[config.mk]
export PLATFORM = sky130hd
export DESIGN_NAME = key_sw_conditioner
export DESIGN_NICKNAME = d
export VERILOG_FILES = /design/src/rtl/key_cond_pkg.sv /design/src/rtl/key_sw_conditioner_debounce_ch.sv /design/src/rtl/key_sw_conditioner.sv
export SDC_FILE = /design/constraint.sdc
export NUM_CORES = 1
export LEC_CHECK = 0
export ABC_AREA = 1
export BUFFER_PORTS_ARGS = -buffer_cell sky130_fd_sc_hd__buf_4
export CORE_MARGIN = 1.5
export CORE_UTILIZATION = 60
export DETAILED_ROUTE_END_ITERATION = 12
export PLACE_DENSITY = 0.91
export SLEW_MARGIN = 20
export SYNTH_ARGS = -nofsm -noshare
export SYNTH_HDL_FRONTEND = slang
export SYNTH_HIERARCHICAL = 1
export SYNTH_SLANG_ARGS = --single-unit
[constraint.sdc]
create_clock -name CLK -period 3.85 [get_ports CLK]
set_input_delay 0.5775 -clock CLK [delete_from_list [all_inputs] [get_ports CLK]]
set_output_delay 0.5775 -clock CLK [all_outputs]
set_load 0.1 [all_outputs]
[src/rtl/key_cond_pkg.sv]
// Shared types and constants for the KEY/SW input conditioner.
//   db_state_e    : per-key debounce state
//   KEY_RELEASED  : raw level of an idle (released) pushbutton
//   NUM_KEYS/SW_W : pushbutton count and slide-switch bus width
package key_cond_pkg;

    localparam int unsigned NUM_KEYS = 2;
    localparam int unsigned SW_W     = 10;

    localparam logic KEY_RELEASED = 1'b1;

    typedef enum logic [1:0] {
        REL   = 2'd0,   // stable released
        CHK_P = 2'd1,   // press candidate, counting stable samples
        PRS   = 2'd2,   // stable pressed
        CHK_R = 2'd3    // release candidate, counting stable samples
    } db_state_e;

endpackage : key_cond_pkg

[src/rtl/key_sw_conditioner_debounce_ch.sv]
// One pushbutton channel: synchronizer, debounce FSM with stable-sample
// counter, registered debounced level and one-cycle press/release pulses.
//   clk, rst      : clock, synchronous active-high reset
//   key_raw       : asynchronous active-low pushbutton
//   level         : debounced state, 1 = pressed
//   press_pulse   : one cycle on the debounced press edge
//   release_pulse : one cycle on the debounced release edge
module debounce_ch
    import key_cond_pkg::*;
#(
    parameter int unsigned DEBOUNCE_CYCLES = 500000,
    parameter int unsigned SYNC_STAGES     = 2,
    parameter int unsigned CNT_W           = $clog2(DEBOUNCE_CYCLES)
) (
    input  logic clk,
    input  logic rst,
    input  logic key_raw,
    output logic level,
    output logic press_pulse,
    output logic release_pulse
);

    // The candidate sample that entered the CHK state counts as the first
    // stable sample, so the counter only has to reach DEBOUNCE_CYCLES-1 and
    // always fits in CNT_W bits.
    localparam logic [CNT_W-1:0] CNT_LAST = CNT_W'(DEBOUNCE_CYCLES - 1);
    localparam logic [CNT_W-1:0] CNT_ONE  = CNT_W'(1);

    logic [SYNC_STAGES-1:0] sync_q;
    logic                   pressed;
    db_state_e              state_q, state_d;
    logic [CNT_W-1:0]       cnt_q, cnt_d;
    logic                   level_c;
    logic                   level_q, press_q, release_q;

    // Synchronizer chain; idles at the released level.
    always_ff @(posedge clk) begin
        if (rst) begin
            sync_q <= {SYNC_STAGES{KEY_RELEASED}};
        end else begin
            sync_q <= {sync_q[SYNC_STAGES-2:0], key_raw};
        end
    end

    assign pressed = (sync_q[SYNC_STAGES-1] != KEY_RELEASED);

    // State and counter registers.
    always_ff @(posedge clk) begin
        if (rst) begin
            state_q <= REL;
            cnt_q   <= '0;
        end else begin
            state_q <= state_d;
            cnt_q   <= cnt_d;
        end
    end

    // Next-state and counter logic.
    always_comb begin
        state_d = state_q;
        cnt_d   = cnt_q;
        unique case (state_q)
            REL: begin
                if (pressed) begin
                    state_d = CHK_P;
                    cnt_d   = CNT_ONE;
                end
            end
            CHK_P: begin
                if (!pressed) begin
                    state_d = REL;
                    cnt_d   = '0;
                end else if (cnt_q == CNT_LAST) begin
                    state_d = PRS;
                    cnt_d   = '0;
                end else begin
                    cnt_d = cnt_q + CNT_ONE;
                end
            end
            PRS: begin
                if (!pressed) begin
                    state_d = CHK_R;
                    cnt_d   = CNT_ONE;
                end
            end
            CHK_R: begin
                if (pressed) begin
                    state_d = PRS;
                    cnt_d   = '0;
                end else if (cnt_q == CNT_LAST) begin
                    state_d = REL;
                    cnt_d   = '0;
                end else begin
                    cnt_d = cnt_q + CNT_ONE;
                end
            end
            default: begin
                state_d = REL;
                cnt_d   = '0;
            end
        endcase
    end

    assign level_c = (state_q == PRS) || (state_q == CHK_R);

    // Registered level; pulses are its edges so they align with the level change.
    always_ff @(posedge clk) begin
        if (rst) begin
            level_q   <= 1'b0;
            press_q   <= 1'b0;
            release_q <= 1'b0;
        end else begin
            level_q   <= level_c;
            press_q   <= level_c & ~level_q;
            release_q <= ~level_c & level_q;
        end
    end

    assign level         = level_q;
    assign press_pulse   = press_q;
    assign release_pulse = release_q;

endmodule : debounce_ch

[src/rtl/key_sw_conditioner.sv]
// DE10-Lite input conditioner: debounced KEY levels and edge pulses,
// synchronized SW bus, and a SW operand captured on a KEY[0] press.
//   CLK, RST    : clock, synchronous active-high reset
//   KEY         : raw active-low pushbuttons (async)
//   SW          : raw slide switches (async)
//   KEY_LVL     : debounced key state, 1 = pressed
//   KEY_PRESS   : one-cycle debounced press pulses
//   KEY_RELEASE : one-cycle debounced release pulses
//   SW_SYNC     : synchronized (not debounced) switches
//   SW_CAP      : SW_SYNC captured on KEY[0] press, cleared on KEY[1] press
//   CAP_VALID   : SW_CAP holds a captured value
module key_sw_conditioner
    import key_cond_pkg::*;
#(
    parameter  int unsigned DEBOUNCE_CYCLES = 500000,
    parameter  int unsigned SYNC_STAGES     = 2,
    localparam int unsigned CNT_W           = $clog2(DEBOUNCE_CYCLES)
) (
    input  logic                CLK,
    input  logic                RST,
    input  logic [NUM_KEYS-1:0] KEY,
    input  logic [SW_W-1:0]     SW,
    output logic [NUM_KEYS-1:0] KEY_LVL,
    output logic [NUM_KEYS-1:0] KEY_PRESS,
    output logic [NUM_KEYS-1:0] KEY_RELEASE,
    output logic [SW_W-1:0]     SW_SYNC,
    output logic [SW_W-1:0]     SW_CAP,
    output logic                CAP_VALID
);

    logic [SYNC_STAGES-1:0][SW_W-1:0] sw_pipe_q;
    logic [SW_W-1:0]                  cap_q;
    logic                             cap_valid_q;

    // Independent debounce channel per pushbutton.
    for (genvar k = 0; k < NUM_KEYS; k++) begin : g_key
        debounce_ch #(
            .DEBOUNCE_CYCLES (DEBOUNCE_CYCLES),
            .SYNC_STAGES     (SYNC_STAGES),
            .CNT_W           (CNT_W)
        ) u_ch (
            .clk           (CLK),
            .rst           (RST),
            .key_raw       (KEY[k]),
            .level         (KEY_LVL[k]),
            .press_pulse   (KEY_PRESS[k]),
            .release_pulse (KEY_RELEASE[k])
        );
    end

    // Switch synchronizer; last stage is the output.
    always_ff @(posedge CLK) begin
        if (RST) begin
            sw_pipe_q <= '0;
        end else begin
            sw_pipe_q <= {sw_pipe_q[SYNC_STAGES-2:0], SW};
        end
    end

    assign SW_SYNC = sw_pipe_q[SYNC_STAGES-1];

    // Operand capture; a KEY[1] clear takes priority over a KEY[0] capture.
    always_ff @(posedge CLK) begin
        if (RST) begin
            cap_q       <= '0;
            cap_valid_q <= 1'b0;
        end else if (KEY_PRESS[1]) begin
            cap_q       <= '0;
            cap_valid_q <= 1'b0;
        end else if (KEY_PRESS[0]) begin
            cap_q       <= SW_SYNC;
            cap_valid_q <= 1'b1;
        end
    end

    assign SW_CAP    = cap_q;
    assign CAP_VALID = cap_valid_q;

endmodule : key_sw_conditioner

# After elaboration in Yosys (flattened, before gate mapping)
# Index checks and enable logic that the tools add are counted.
[classes] addsub=2 mul=0 n_div=0 order_cmp=0 eq_ne=16 shifts=0 n_mux=26 bitwise_logic=8 reduce_logical=9
[op_table] cell="two-way mux 19 bit" n=10
[op_table] cell="case mux 19 bit (4 select lines)" n=2
[op_table] cell="adder 19 x 1 -> 19 bit, second input constant" n=2
[op_table] cell="equality test 19 bit, second input constant" n=2
[op_table] cell="two-way mux 2 bit" n=12
[op_table] cell="case mux 2 bit (4 select lines)" n=2
[op_table] cell="equality test 2 bit, second input constant" n=4
[op_table] cell="AND reduction 4 bit" n=2
[op_table] cell="!= test 3 x 1 -> 1 bit, second input constant" n=2
[op_table] cell="!= test 3 bit, second input constant" n=2
[op_table] cell="bitwise AND 1 bit" n=4
[op_table] cell="equality test 2 x 1 -> 1 bit, second input constant" n=2
[op_table] cell="zero test 2 bit" n=2
[op_table] cell="!= test 2 x 1 -> 1 bit, second input constant" n=2
[op_table] cell="!= test 2 bit, second input constant" n=2
[op_table] cell="inverter 1 bit" n=4
[op_table] cell="AND reduction 2 bit" n=2
[op_table] cell="logical OR 1 bit" n=2
[op_table] cell="OR reduction 2 bit" n=1
[word_totals] ff_bits=83 latchBits=0 ram_bits=0 romBits=0 word_cells=77 memories=0

# Longest topological paths before layout
[depth] depth_word=4 ltp_mapped=10

# Hierarchy
# The synthesis kept the hierarchy.
[modules_own_cells] module="debounce_ch" instances=2 cells_per_inst=232 area_per_inst_um2=1582.8 seq_area_each_um2=520.5
[modules_own_cells] module="key_sw_conditioner" instances=1 cells_per_inst=139 area_per_inst_um2=1101.1 seq_area_each_um2=620.6

# Least setup slack after synthesis
# OpenSTA, ideal clock, no wires.
[synth_path] path_type="reg-to-reg" from="register g_key[0].u_ch.press_q" to="register cap_q[8], in the netlist SW_CAP[8]" setup_time_ps=118 t_arrival_ps=1404 setup_slack_ps=2328 stages_incl_launch_ff=6 n_path_buf=2 cell_sequence="dfxtp_1 -> buf_6 -> buf_8 -> nand2_2 -> nand2_1 -> nor2_1"
[synth_rtl] element="start: declaration" line="key_sw_conditioner_debounce_ch.sv:34" text="logic level_q, press_q, release_q;"
[synth_rtl] element="start signal: assignment" line="key_sw_conditioner_debounce_ch.sv:114" text="press_q <= level_c & ~level_q;"
[synth_rtl] element="end signal: assignment" line="key_sw_conditioner.sv:65" text="cap_q <= '0;"
[synth_rtl] element="end signal: assignment" line="key_sw_conditioner.sv:68" text="cap_q <= '0;"
[synth_rtl] element="end signal: assignment" line="key_sw_conditioner.sv:71" text="cap_q <= SW_SYNC;"
[synth_rtl] element="end: declaration" line="key_sw_conditioner.sv:32" text="logic [SW_W-1:0] cap_q;"

# Worst setup path after layout
[layout_path] from="register g_key[0].u_ch.press_q" to="output KEY_PRESS[0]"
[layout_rtl] element="end: declaration" line="key_sw_conditioner.sv:24" text="output logic [NUM_KEYS-1:0] KEY_PRESS,"
# No word-level cell between the ends.

==> metrics.txt <==
# TYPE chip_impl_metric gauge
chip_impl_info{name="run_status",value="finished clean"} 1
chip_impl_metric{name="mappedNetlistNets",unit=""} 619
chip_impl_info{name="root_buffer",value="sky130_fd_sc_hd__clkbuf_8"} 1
chip_impl_metric{name="hold_violations",unit=""} 0
chip_impl_metric{name="design.die.area",unit="um^2"} 7626
chip_impl_metric{name="finalNetCount",unit=""} 643
chip_impl_metric{name="postCtsHoldBufs",unit=""} 0
chip_impl_info{name="criticalPathCategory",value="reg -> out"} 1
chip_impl_metric{name="postRouteWirelength",unit="um"} 8948
chip_impl_info{name="hold_path.class",value="reg -> reg"} 1
chip_impl_metric{name="clockBufferDepth",unit=""} 2
chip_impl_metric{name="p_int",unit="uW"} 1221
chip_impl_info{name="crit_path_start",value="g_key[0].u_ch/press_pulse"} 1
chip_impl_info{name="grt_setup_unrepaired",value="no"} 1
chip_impl_info{name="layout_commonest_cell",value="sky130_fd_sc_hd__nand2_1"} 1
chip_impl_metric{name="worstSkewPairLatency",unit="ns"} 0.37
chip_impl_metric{name="chipWidth",unit="um"} 87.33
chip_impl_metric{name="floorplan.die.height",unit="um"} 87.33
chip_impl_metric{name="cts_max_level",unit=""} 3
chip_impl_metric{name="antenna_found_initial",unit=""} 0
chip_impl_metric{name="sw_frac_of_total",unit="%"} 33.91
chip_impl_metric{name="finalCritPeriodShare",unit="%"} 54.01
chip_impl_metric{name="wl_per_cell",unit="um"} 12.29
chip_impl_metric{name="synth_seq_area_share",unit="%"} 38.94
chip_impl_metric{name="final_area",unit="um^2"} 4677
chip_impl_metric{name="clock_skew",unit="ns"} 0.01053
chip_impl_metric{name="max_freq",unit="GHz"} 0.4809
chip_impl_info{name="timing.critical_path.cells",value="buf_4"} 1
chip_impl_info{name="timing.critical_path.slowest_stage_cell",value="sky130_fd_sc_hd__dfxtp_1"} 1
chip_impl_info{name="crit_path_end",value="KEY_PRESS[0]"} 1
chip_impl_info{name="tritoncts",value="built"} 1
chip_impl_metric{name="p_sw",unit="uW"} 626.3
chip_impl_metric{name="setup_viol_count_final",unit=""} 0
chip_impl_metric{name="placement.setup.worst_slack",unit="ns"} 2.115
chip_impl_metric{name="count_of_maximum_capacitance_violations",unit=""} 0
chip_impl_metric{name="reg2reg_slack",unit="ns"} 2.06
chip_impl_metric{name="start_util",unit="%"} 62.45
chip_impl_metric{name="timing.reg2reg.worst_path_depth",unit=""} 9
chip_impl_metric{name="critical_path_buf_inv_count",unit=""} 1
chip_impl_metric{name="share_clk_of_total_power",unit="%"} 34.1
chip_impl_metric{name="vias_per_cell",unit=""} 5.195
chip_impl_info{name="startpoint_type",value="flop"} 1
chip_impl_metric{name="design.core.area",unit="um^2"} 6832
chip_impl_metric{name="ioPinCount",unit=""} 41
chip_impl_metric{name="irDropWorstVdd",unit="V"} 0.0002338
chip_impl_info{name="endpoint_kind",value="output port"} 1
chip_impl_metric{name="grt_pass1_vias",unit=""} 3542
chip_impl_metric{name="antenna_diode_count",unit=""} 0
chip_impl_metric{name="vias",unit=""} 3782
chip_impl_metric{name="drc_violation_count_after_routing",unit=""} 0
chip_impl_metric{name="cts-buffers-inserted",unit=""} 9
chip_impl_metric{name="layout.filler_cells",unit=""} 552
chip_impl_metric{name="post_cts_resized",unit=""} 0
chip_impl_metric{name="yosys_register_bits",unit=""} 83
chip_impl_metric{name="netlist_instances",unit=""} 603
chip_impl_metric{name="synth.yosys.warnings",unit=""} 6
chip_impl_metric{name="timing.critical_path.fanout_max",unit=""} 19
chip_impl_metric{name="synthesis.area",unit="um^2"} 4267
chip_impl_metric{name="antenna_violating_nets_post_route",unit=""} 0
chip_impl_info{name="path_delay_family",value="flip-flops"} 1
chip_impl_metric{name="cts_post_setup_buffers_inserted",unit=""} 0
chip_impl_metric{name="area.growth.synth_to_final",unit="%"} 9.619
chip_impl_metric{name="layout-drive-gt1-share",unit="%"} 20.89
chip_impl_metric{name="final_weighted_congestion_in_routability_driven_placement",unit=""} 0.9691
chip_impl_metric{name="port_buffers",unit=""} 40
chip_impl_metric{name="groute.usage.overall",unit="%"} 25.04
chip_impl_metric{name="share_seq_of_total_power",unit="%"} 50.0
chip_impl_metric{name="critPathMaxStageDelay",unit="ns"} 0.73
chip_impl_metric{name="cts.sinks",unit=""} 83
chip_impl_metric{name="post_synth_num_cell_types",unit=""} 34
chip_impl_metric{name="multiInputGateArea",unit="um^2"} 2051
chip_impl_metric{name="crit_required",unit="ns"} 3.27
chip_impl_metric{name="power.combinational.fraction",unit="%"} 15.9
chip_impl_metric{name="grt_first_pass_wirelength",unit="um"} 15310
chip_impl_metric{name="cp.arrival",unit="ns"} 1.50
chip_impl_metric{name="grt_max_degree",unit=""} 66
chip_impl_metric{name="total_leakage_power",unit="uW"} 0.001980
chip_impl_info{name="mostFrequentLayoutCells",value="sky130_fd_sc_hd__nand2_1, sky130_fd_sc_hd__nor2_1, sky130_fd_sc_hd__inv_1"} 1
chip_impl_metric{name="slew_headroom",unit="%"} 46.91
chip_impl_metric{name="ff_latch_area",unit="um^2"} 1662
chip_impl_metric{name="floorplan.rows",unit=""} 30
chip_impl_metric{name="drt_pass1_iterations",unit=""} 5
chip_impl_metric{name="fin_ws",unit="ns"} 1.771
chip_impl_metric{name="slew_viol_final",unit=""} 0
chip_impl_metric{name="drtIter0Drc",unit=""} 362
chip_impl_metric{name="worstMarginPinSlew",unit="ns"} 0.7955
chip_impl_metric{name="powerDensity",unit="nW/um^2"} 394.9
chip_impl_metric{name="syn_area_per_cell",unit="um^2"} 7.076
chip_impl_metric{name="tmin_final",unit="ns"} 2.079
chip_impl_info{name="critical_path.reg2reg.startpoint",value="g_key[0].u_ch/cnt_q[0]"} 1
chip_impl_metric{name="clkSlewWorstSetupHoldPaths",unit="ns"} 0.10
chip_impl_metric{name="setup_tns",unit="ns"} 0
chip_impl_metric{name="dp_hpwl",unit="um"} 6262
chip_impl_metric{name="cp.depth",unit=""} 1
chip_impl_metric{name="placement.cell_area",unit="um^2"} 4474
chip_impl_metric{name="globalRouteOverflowTotal",unit=""} 0
chip_impl_metric{name="min_path_cells",unit=""} 2
==> layer usage <==
layer  global-route usage (%)  vias up  routed length [um]
met3                    6.161       17                 508
li1                         -     1908                   -
met4                    8.514        0                 144
met1                    30.18     1724                3803
met5                        0        -                   0
met2                    43.43      133                4492
==> Yosys cell counts, drive strengths merged <==
cell	number	area, um^2
a211oi	2	15.01
inv	91	341.6
dfxtp	83	1662
nand2	148	593.1
xor2	2	17.52
clkbuf	4	17.52
nand4	8	50.05
nand3	50	340.3
o21bai	2	15.01
o21a	3	22.52
nand3b	2	15.01
buf	23	195.2
o21ai	18	105.1
nor3	10	50.05
a21oi	34	245.2
nor2	115	519.3
ha	2	25.02
or2	6	37.53
==> worst reg2reg max path, delay by kind of cell, from the launching register on <==
kind,cells,cell delay [ns]
AND/OR/NAND/NOR,8,1.00
flip-flops,1,0.39
adder cells (fa/ha/maj),1,0.29
==> registers in the layout, indices dropped and copies added, names as in the netlist, named ones only <==
| signal | cells |
|---|---|
| CAP_VALID | 1 |
| sw_pipe_q | 10 |
| SW_SYNC | 10 |
| g_key.u_ch/cnt_q | 38 |
| g_key.u_ch/release_pulse | 2 |
| g_key.u_ch/level | 2 |
| SW_CAP | 10 |
| g_key.u_ch/press_pulse | 2 |
| g_key.u_ch/sync_q | 4 |
| g_key.u_ch/state_q | 2 |
==> how the worst min path moves through the flow <==
| stage | to | start |
|---|---|---|
| after floorplan | SW_SYNC[0] | sw_pipe_q[0] |
| after global placement | SW_SYNC[2] | sw_pipe_q[2] |
| after detailed placement | SW_SYNC[4] | sw_pipe_q[4] |
| after CTS | g_key[0].u_ch/sync_q[0] | KEY[0] |
| after global routing | sw_pipe_q[8] | SW[8] |
| final | SW_SYNC[4] | sw_pipe_q[4] |
==> cell families (layout without fill, tap and decap cells) <==
| group | after synthesis | in the layout | share of synthesized area, % |
|---|---|---|---|
| simple gates | 339 | 339 | 37.62 |
| compound gates | 59 | 59 | 9.443 |
| flops | 83 | 83 | 38.94 |
| fa+ha+maj | 2 | 2 | 0.5864 |
| buf+inv | 118 | 147 | 12.99 |
| xor+xnor | 2 | 2 | 0.4106 |
==> area by class of cell <==
cell class / instances / share of cell area [%]
multi-input combinational: 402 / 43.85
sequential: 83 / 35.53
inverter: 91 / 7.303
timing repair buffer: 40 / 6.421
clock buffer: 9 / 2.648
tap: 96 / 2.568
clock inverter: 7 / 1.685
==> metrics by stage <==
step / utilization, % / cells / hold slack [ns] / total power [uW]
5_1_grt: 68.46 / 728 / 0.3931 / 1915
2_1_floorplan: - / 603 / 0.3883 / 1185
4_1_cts: 68.46 / 728 / 0.3944 / 1856
3_5_place_dp: 65.49 / 712 / 0.3959 / 1235
6_report: 68.46 / 728 / 0.3974 / 1847
3_3_place_gp: 65.49 / 712 / 0.3916 / 1225
==> power by group through the flow <==
stage	Sequential [uW]	Combinational, uW	Clock, uW
floorplan	1020	166	0
global placement	941	284	0
detailed placement	943	292	0
CTS	923	293	639
global route	929	314	672
finish	923	294	630
No activity file was read; power rests on OpenSTA's default activity.
